==> src/rtl/reg_select_decoder.sv <==
// reg_select_decoder
//
// Registered one-hot decoder with a self-timed sweep mode.
//
// In IDLE, each cycle with enable=1 produces dataOut = 1<<dataIn on the
// following cycle (all-zero otherwise). A sweepStart request walks a single
// hot bit from bit 0 up to bit N-1, holding each position for SWEEP_HOLD
// cycles, then returns to IDLE with a one-cycle sweepDone pulse. sweepAbort
// ends a sweep early without the done pulse. Every output comes straight from
// a flop, so there is no combinational path from any input to any output.
//
// Handshake: there is no valid/ready pairing here. enable, sweepStart and
// sweepAbort are level requests sampled on every rising clk edge. A request
// takes effect in the cycle after the edge that sampled it and needs no
// acknowledgement. busy reports that a sweep owns dataOut and that enable,
// dataIn and sweepStart are being ignored.
//
// Parameters
//   SEL_WIDTH  : select width, 1..8; output width N = 2**SEL_WIDTH
//   SWEEP_HOLD : cycles each one-hot position is held during a sweep, 1..255
//
// Ports
//   clk         : clock, rising-edge active
//   rst_n       : asynchronous active-low reset
//   dataIn      : select index for a single decode
//   enable      : single-decode request
//   sweepStart  : start an ascending sweep over every output bit
//   sweepAbort  : end an active sweep; also blocks a same-cycle sweepStart
//   dataOut     : registered one-hot (or all-zero) result
//   busy        : high while a sweep is in progress
//   sweepIndex  : bit index currently driven by the sweep; 0 in IDLE
//   sweepDone   : one-cycle pulse when a sweep completes normally
//   dbg_state_o : current FSM state (0 = IDLE, 1 = SWEEP) for observation
module reg_select_decoder #(
  parameter int SEL_WIDTH  = 5,
  parameter int SWEEP_HOLD = 1
) (
  input  logic                      clk,
  input  logic                      rst_n,
  input  logic [SEL_WIDTH-1:0]      dataIn,
  input  logic                      enable,
  input  logic                      sweepStart,
  input  logic                      sweepAbort,
  output logic [2**SEL_WIDTH-1:0]   dataOut,
  output logic                      busy,
  output logic [SEL_WIDTH-1:0]      sweepIndex,
  output logic                      sweepDone,
  output logic                      dbg_state_o
);

  localparam int N = 2**SEL_WIDTH;

  // The counter only needs to reach SWEEP_HOLD-1, so it fits in
  // clog2(SWEEP_HOLD) bits. One bit is kept when SWEEP_HOLD=1 so that the
  // vector still exists; in that case the counter stays at 0.
  localparam int HW = (SWEEP_HOLD > 1) ? $clog2(SWEEP_HOLD) : 1;
  localparam logic [HW-1:0] HOLD_LAST = HW'(SWEEP_HOLD - 1);
  localparam logic [N-1:0]  ONE       = {{(N-1){1'b0}}, 1'b1};

  typedef enum logic {
    ST_IDLE  = 1'b0,
    ST_SWEEP = 1'b1
  } state_e;

  state_e                 state_q, state_d;
  logic [N-1:0]           data_q, data_d;
  logic [SEL_WIDTH-1:0]   idx_q, idx_d;
  logic [HW-1:0]          hold_q, hold_d;
  logic                   busy_q, busy_d;
  logic                   done_q, done_d;

  always_comb begin
    state_d = state_q;
    data_d  = '0;
    idx_d   = idx_q;
    hold_d  = hold_q;
    busy_d  = busy_q;
    done_d  = 1'b0;

    case (state_q)
      ST_IDLE: begin
        idx_d  = '0;
        hold_d = '0;
        busy_d = 1'b0;
        // sweepStart has priority over enable. A same-cycle sweepAbort
        // cancels the start, and the enable is then still honoured.
        if (sweepStart && !sweepAbort) begin
          state_d = ST_SWEEP;
          data_d  = ONE;
          busy_d  = 1'b1;
        end else if (enable) begin
          data_d = ONE << dataIn;
        end
      end

      ST_SWEEP: begin
        if (sweepAbort) begin
          state_d = ST_IDLE;
          idx_d   = '0;
          hold_d  = '0;
          busy_d  = 1'b0;
        end else if (hold_q == HOLD_LAST) begin
          hold_d = '0;
          if (&idx_q) begin
            // The last index has been held long enough. Finish without
            // wrapping back to bit 0.
            state_d = ST_IDLE;
            idx_d   = '0;
            busy_d  = 1'b0;
            done_d  = 1'b1;
          end else begin
            idx_d  = idx_q + 1'b1;
            data_d = data_q << 1;
          end
        end else begin
          hold_d = hold_q + 1'b1;
          data_d = data_q;
        end
      end

      default: begin
        state_d = ST_IDLE;
        idx_d   = '0;
        hold_d  = '0;
        busy_d  = 1'b0;
      end
    endcase
  end

  always_ff @(posedge clk or negedge rst_n) begin
    if (!rst_n) begin
      state_q <= ST_IDLE;
      data_q  <= '0;
      idx_q   <= '0;
      hold_q  <= '0;
      busy_q  <= 1'b0;
      done_q  <= 1'b0;
    end else begin
      state_q <= state_d;
      data_q  <= data_d;
      idx_q   <= idx_d;
      hold_q  <= hold_d;
      busy_q  <= busy_d;
      done_q  <= done_d;
    end
  end

  assign dataOut     = data_q;
  assign busy        = busy_q;
  assign sweepIndex  = idx_q;
  assign sweepDone   = done_q;
  assign dbg_state_o = state_q;

endmodule

==> config.mk <==
export PLATFORM = sky130hd
export DESIGN_NAME = reg_select_decoder
export DESIGN_NICKNAME = d
export VERILOG_FILES = /design/src/rtl/reg_select_decoder.sv
export SDC_FILE = /design/constraint.sdc
export NUM_CORES = 1
export LEC_CHECK = 0
export ABC_AREA = 1
export BUFFER_PORTS_ARGS = -buffer_cell sky130_fd_sc_hd__buf_2
export CORE_UTILIZATION = 55
export DETAILED_ROUTE_END_ITERATION = 8
export GPL_TIMING_DRIVEN = 0
export PLACE_DENSITY_LB_ADDON = 0.3
export SYNTH_ARGS = -nofsm -noshare
export SYNTH_HDL_FRONTEND = slang
export SYNTH_SLANG_ARGS = --single-unit
==> constraint.sdc <==
create_clock -name clk -period 3.5 [get_ports clk]
set_clock_uncertainty 0.15 [all_clocks]
set_input_delay 0.525 -clock clk [delete_from_list [all_inputs] [get_ports clk]]
set_output_delay 0.525 -clock clk [all_outputs]
set_load 0.02 [all_outputs]
== Yosys cells after proc, flatten, opt, wreduce, memory -nomap -nowiden ==
Index checks and enable logic that the tools add are counted.
Word-level totals
  memory bits (writable): 0
  output and inout port bits: 40
  bits in latches: 0
  bits in read-only memories: 0
  word-level logic and storage cells: 42
  input bits: 10
  memories: 0
  register bits after elaboration: 41
Cells by class
  mux-type cells: 26
  reductions and logical operators: 4
  shift-type cells: 1
  order comparisons: 0
  eq/ne operators: 2
  bitwise operators: 1
  multiply operators: 0
  $add $sub $neg: 2
  divide/modulo/power cells: 0
Operator list (count)
  $mux W32: 5
  $pmux W32 S2: 1
  $shl A1 B5 Y32 const A: 1
  $mux W5: 3
  $mux W1: 13
  $pmux W5 S2: 1
  $pmux W1 S2: 3
  $add A5 B1 Y5 const B: 1
  $reduce_and A5 Y1: 1
  $ne A3 B2 Y1 const B: 1
  $ne A3 B3 Y1 const B: 1
  $reduce_and A2 Y1: 1
  $add A1 B1 Y1 const B: 1
  $logic_and A1 B1 Y1: 1
  $logic_not A1 Y1: 1
  $not A1 Y1: 1

== Longest topological paths before layout ==
Gate-level depths: netlist of the first run.
  depth in word-level cells: 5
  mapped depth: 8
  mapped depth without buffers: 7

== Worst setup path after synthesis of the first run ==
Ideal clock, no wire load.
  path kind: register to register
  from: register idx_q[0], in the netlist sweepIndex[0]
  to: register data_q[10], in the netlist dataOut[10]
  arrival time: 1438 ps
  data required time: 3285 ps
  slack: 1847 ps
  period minus slack after synthesis: 1653 ps
  path buffers: 1
  setup time: 65 ps
  cell stages (with the launch flop): 9
  path through: dfrtp_1 -> ha_1 -> nand2_1 -> nor2_1 -> ha_1 -> nor2_4 -> buf_6 -> nand2_1 -> nand2_1
On the way
  cells in the longest elaborated chain, start to end: 5
Ends and longest elaborated chain
  start: declaration: RTL line 67  | logic [SEL_WIDTH-1:0] idx_q, idx_d;
  start signal: assignment: RTL line 141  | idx_q <= idx_d;
  $reduce_and A5 Y1: RTL line 104  | if (&idx_q) begin
  $mux W32: RTL line 104
  $mux W32: RTL line 102  | end else if (hold_q == HOLD_LAST) begin
  $mux W32: RTL line 97  | if (sweepAbort) begin
  $pmux W32 S2: RTL line 80  | case (state_q)
  via data_d[10]: RTL line 66  | logic [N-1:0] data_q, data_d;
  end signal: assignment: RTL line 140  | data_q <= data_d;
  end: declaration: RTL line 66
The timed path passes the listed nets, and every way through them passes these cells. The select of a mux whose other input is x is not followed.
A chain may end at the register's enable or synchronous reset.

== Worst setup path after layout of the first run ==
  from: register idx_q[0], in the netlist sweepIndex[0]
  to: register data_q[3], in the netlist dataOut[3]
Same word-level chain as after synthesis.

==> impl_metrics.toml, run 1 <==
[placement]
placed_area_um2 = 2041
hpwl_um = 2774
gp_congestion = 0.8719
place_ws_ns = 1.821
io_buffers = 48

[die]
io_pins = 50
die_area_um2 = 3403
die_y_um = 58.34
fp.dieW_um = 58.34
num_rows = 20
core-area_um2 = 3028
start_util_pct = 57.64

[global_routing]
grt_pass1_vias = 1440
antenna_found_initial = 0
grt_pass1_wl_um = 6127
grt_usage_pct = 24.08
gr-total-overflow = 0
grt_start_max_net_pins = 41

[logic_synthesis]
synth_cells = 208
yosysTopAreaCellShare_pct = 57.35
yosysUniqueCellTypes = 16
syn-num-nets = 221
synth-seq-cells = 40
synth_area_leaders = "dfrtp_1 (57%), nand2_1 (22%), nor2_1 (5.2%)"
synth_top_cell_by_area = "dfrtp_1"
synth-seq-area-share_pct = 57.35
synth.avg_cell_area_um2 = 8.391
yosysWarnings = 0
synth_area_um2 = 1745

[clocking]
cts_root_buf = "clkbuf_4"
clockBufferDepth = 2
numCtsBuffers = 5
cts_tree = "done"
htree_levels = 2
insertion_delay_ns = 0.35
hold_buffers = 0
cts_setup_buffers = 0
post_cts_resized = 0
clock_sinks = 40
path_clk_slew_ns = 0.13

[sta]
worstMarginPinSlew_ns = 0.8565
fmax_mhz = 586.9
hold_slack_ns = 0.1121
setup_tns_ns = 0
setup_violations = 0
final-max-slew-violation-count = 0
timing.final.crit_period_ns = 1.704
final_hold_viol_count = 0
setup_ws_ns = 1.796
max-slew-margin-rel_pct = 42.90
finalCritPeriodShare_pct = 48.68
rsz0062_at_grt = "no"

[final_layout]
diodes = 0
final_area_um2 = 2117
drive_above_1_share_pct = 26.89
areaGrowthSynthToFinish_pct = 21.29
nets = 276

[critical_path]
reg2reg_depth = 8
worstPathRequired_ns = 3.63
crit_buf_inv = 1
crit_chain = "ha_1, nand2_1, nor2_1, ha_1, nor2_4, buf_6, nand2_1, nand2_1"
critPathMaxStageDelay_ns = 0.44
cp_top_family = "adder cells"
cpMostUsedCell = "nand2_1"
critPathLaunchType = "flip-flop"
cp_max_fo = 10
r2r-end = "dataOut[3]"
path_class = "flip-flop to flip-flop"
ff2ff_setup_slack_ns = 1.80
worst_path_max_delay_cell = "dfrtp_1"
r2r_start = "sweepIndex[0]"
cp-end-kind = "flip-flop"
cp.arrival_ns = 1.84

[routing]
drt_iter0_markers = 50
drtAntennaViolNets = 0
avgRoutedWirePerCell_um = 12.03
drt_pre_antenna_iters = 4
vias = 1480
vias_per_cell = 4.805
drc = 0
drt-total-wl_um = 3706

[outcome]
status = "finished clean"

[power_and_ir_drop]
intPower_uw = 644.7
seq_power_share_pct = 55.3
pwr-share-comb_pct = 9.9
cellPowerDensity_nw_per_um2 = 407.0
swShare_pct = 25.17
power.leakage_uw = 0.001318
p_switching_uw = 216.9
ir_worst_vdd_mv = 0.2742
p_clk_share_pct = 34.9

[flow_run]
cap_violations = 0

[min_path]
hp-class = "input pin to asynchronous set/reset pin"
-- sequential cells by signal (all words and copies together) (netlist names) --
name         cells
dataOut         32
dbg_state_o      1
sweepDone        1
busy             1
sweepIndex       5
-- worst register-to-register path: stages (launching register included) --
cell and delay (ns):
dfrtp_1 0.44, ha_1 0.24, nand2_1 0.09, nor2_1 0.06
ha_1 0.22, nor2_4 0.18, buf_6 0.16, nand2_1 0.05
nand2_1 0.07
-- kinds of logic (layout without fill, tap and decap cells) --
logic type | count (synthesis) | after routing | share of synthesized area, %
buffers and inverters | 19 | 75 | 6.093
DFF | 40 | 40 | 57.35
AOI/OAI and AO/OA | 1 | 1 | 0.2865
adders and majority gates | 3 | 3 | 2.151
and+or+nand+nor | 145 | 145 | 34.12
-- through the flow --
stage	utilization, %	power [uW]	std cells
after global routing	69.92	892.8	308
final	69.92	861.6	308
after global placement	67.40	569.1	300
after floorplan	-	536.2	208
after detailed placement	67.40	570.7	300
after CTS	69.92	861.4	308
-- power by group through the flow --
stage               sequential, uW  clock, uW  combinational, uW
global placement               484          0               84.6
floorplan                      494          0               42.5
CTS                            476        299               86.1
global route                   478        320               94.8
detailed placement             485          0               86.1
finish                         476        301               85.0
-- worst max-delay path by stage --
stage	startpoint	to	slack [ns]	cells after the start
final	sweepIndex[0]	dataOut[3]	1.80	8
after floorplan	sweepIndex[0]	dataOut[10]	1.85	8
after global placement	sweepIndex[0]	dataOut[10]	1.84	8
after CTS	sweepIndex[0]	dataOut[3]	1.78	8
after detailed placement	sweepIndex[0]	dataOut[28]	1.82	8
after global routing	sweepIndex[0]	dataOut[30]	1.63	8
-- synthesized netlist by cell type --
master,number
ha_1,3
inv_1,9
nor3b_1,1
buf_4,1
nand2_2,2
nand2_1,104
nand4_1,1
inv_2,4
buf_2,1
nand3_1,9
nor2_1,24
buf_6,4
nand3_2,1
dfrtp_1,40
o21ai_0,1
nor2_4,3
-- per-layer routing --
layer | up-vias | GRT usage, % | wire, um
li1 | 736 | - | -
met1 | 687 | 29.71 | 1614
met2 | 50 | 41.05 | 1844
met3 | 7 | 5.055 | 186
met4 | 0 | 10.54 | 60
met5 | - | 0 | 0
-- cell usage in the layout, fill, tap and decap left out, drive strengths merged --
cell,synthesis,final
buf,6,54
bufinv,0,1
clkbuf,0,6
clkinv,0,1
dfrtp,40,40
ha,3,3
inv,13,13
nand2,106,106
nand3,10,10
nand4,1,1
nor2,27,27
nor3b,1,1
o21ai,1,1
-- area by class of cell --
cell class / count / area [um^2]
multi-input cells: 149 / 638.1
repair buffers: 48 / 240.2
fillers: 289 / 910.9
clock buffers: 6 / 41.29
flip-flops and latches: 40 / 1001
clock inverters: 2 / 35.03
inverters: 13 / 48.80
plain buffers: 6 / 57.56
well taps: 44 / 55.05
Note: power is estimated with default switching activity, not from simulation.
==> run 2: changes to the inputs <==
Settings changed: CORE_UTILIZATION 55 to 46.
Clock period 3.5 ns to 1.47 ns, I/O delays scaled along.
==> run 2 against run 1 <==
Effect of this change:
- the run now ends with setup timing left
- global-route usage fell by 2.4 points
- clock power rose to 3.2 times the previous value
- utilization fell by 5.1 points
- cell area rose by 12%
- hold slack got worse by 0.037 ns
- register-to-register slack got worse by 1.9 ns
- critical path depth rose by 1
- non-clock buffer count rose by 9
- setup slack got worse by 1.9 ns
- die area rose by 19%
- critical endpoint is now dataOut[22]
- largest cell class unchanged
- largest power group unchanged
==> impl_metrics.toml, run 2 (same netlist as run 1, synthesis figures left out) <==
[critical_path]
critPathMaxStageDelay_ns = 0.43
cp.arrival_ns = 1.64
worst_path_max_delay_cell = "dfrtp_2"
critPathLaunchType = "flip-flop"
cp-end-kind = "flip-flop"
crit_chain = "ha_4, nand2_4, nor2_4, ha_4, nor2_4, buf_6, buf_6, nand2_2, nand2_1"
cp_max_fo = 5
path_class = "flip-flop to flip-flop"
worstPathRequired_ns = 1.55

[final_layout]
areaGrowthSynthToFinish_pct = 35.91
diodes = 0
nets = 285
layout_common_cells = "nand2_1 (81), buf_2 (49), dfrtp_1 (38), nand2_2 (22), nor2_1 (22)"
layout_commonest_cell = "nand2_1"
nFillCells = 294
largest_reg_flops = 32
final_area_um2 = 2372
drive_above_1_share_pct = 40.29
post-route-util_pct = 64.80

[routing]
drt-total-wl_um = 3883
vias_per_cell = 4.757
avgRoutedWirePerCell_um = 12.10
vias = 1527
drt_iter0_markers = 83
drtAntennaViolNets = 0
drc = 0
drt_pre_antenna_iters = 6

[sta]
final-max-slew-violation-count = 0
final_hold_viol_count = 0
rsz0062_at_grt = "yes"
worstMarginPinSlew_ns = 0.5426
finalCritPeriodShare_pct = 106.5
max-slew-margin-rel_pct = 63.83
setup_violations = 31
setup_ws_ns = -0.09611
fmax_mhz = 638.5
timing.final.crit_period_ns = 1.566

[power_and_ir_drop]
cellPowerDensity_nw_per_um2 = 988.5
power.leakage_uw = 0.001432
ir_worst_vdd_mv = 0.9085

[die]
fp.dieW_um = 63.60
io_pins = 50
num_rows = 22
start_util_pct = 47.68
core-area_um2 = 3661
die_y_um = 63.60
die_area_um2 = 4045

[clocking]
htree_levels = 2
cts_tree = "done"
cts_root_buf = "clkbuf_8"
insertion_delay_ns = 0.29
clock_sinks = 40
clockBufferDepth = 2
numCtsBuffers = 5
path_clk_slew_ns = 0.07

[global_routing]
grt_usage_pct = 21.68
grt_start_max_net_pins = 41
gr-total-overflow = 0
grt_pass1_vias = 1497
grt_pass1_wl_um = 6630
antenna_found_initial = 0

[placement]
io_buffers = 48
gp_congestion = 0.9011
placed_area_um2 = 2068
hpwl_um = 2618

[outcome]
violations = "setup timing"
status = "complete, but fails checks"

[flow_run]
cap_violations = 0

[min_path]
hp-class = "input pin to flip-flop"
[run 2: changes by cell type in the layout (fill, tap and decap cells not counted), moves of 3 or more]
cell and change:
clkbuf_8 +7, buf_4 +3, buf_6 +4, nand2_2 +20, nand2_4 +3, nand2_1 -23, clkbuf_4 -4
[run 2: cell type report]
| type | instances | area [um^2] | share of cell area [%] |
|---|---|---|---|
| clock buffer | 7 | 96.34 | 4.061 |
| multi-input combinational | 149 | 750.7 | 31.65 |
| inverter | 13 | 48.80 | 2.057 |
| timing repair buffer | 57 | 325.3 | 13.71 |
| sequential | 40 | 1003 | 42.30 |
| buffer | 6 | 57.56 | 2.426 |
| tap | 48 | 60.06 | 2.532 |
| clock inverter | 1 | 30.03 | 1.266 |
[run 2: critical path, delay by kind of cell, from the launching register on]
family | cells | cell delay, ns
DFF | 1 | 0.43
adders and majority gates | 2 | 0.33
and+or+nand+nor | 5 | 0.33
buffers and inverters | 2 | 0.26
[run 2: final timing paths]
| check | start | end | slack (ns) | cells past startpoint |
|---|---|---|---|---|
| min in group asynchronous | rst_n | dataOut[23] | 0.32 | 2 |
| max in group asynchronous | rst_n | sweepIndex[1] | 0.45 | 2 |
| worst max-delay path | sweepIndex[0] | dataOut[22] | -0.1 | 9 |
| worst min register to register | dataOut[6] | dataOut[7] | 0.33 | 2 |
| worst min-delay path | sweepAbort | busy | 0.08 | 4 |
| worst max register to register | sweepIndex[0] | dataOut[22] | -0.1 | 9 |
[run 2: per-layer routing]
metal	track usage, %	vias up	wire length, um
met5	0	-	0
met4	11.08	0	66
met3	5.435	7	180
met2	33.38	38	1850
met1	28.13	719	1785
li1	-	763	-
[run 2: power by group]
part	internal, uW	switching [uW]	leakage (uW)	total, uW
combinational	86.9	162	0.000816	249
sequential	1120	15.1	0.000551	1130
clock	599	364	0.0000645	963
total	1800	541	0.00143	2350
[run 2: what timing repair did]
item | CTS | global route
pin swaps | 6 | 5
gates resized for setup | 18 | 18
setup endpoints to repair | 33 | 54
setup buffers | 4 | 1
endpoints found under the hold margin | 40 | 0
hold buffers | 1 | 0
gates cloned | 3 | 0
[run 2: stage by stage]
stage | power (uW) | hold WS (ns) | TNS [ns] | setup WS, ns | instances
after floorplan | 1280 | -0.2251 | -1.416 | -0.04609 | 208
after global placement | 1359 | 0.2304 | -1.730 | -0.09165 | 304
after detailed placement | 1361 | 0.2378 | -2.694 | -0.1214 | 304
after CTS | 2353 | 0.06917 | -2.759 | -0.1110 | 320
after global routing | 2438 | 0.1006 | -4.306 | -0.1544 | 321
final | 2345 | 0.07500 | -2.364 | -0.09611 | 321
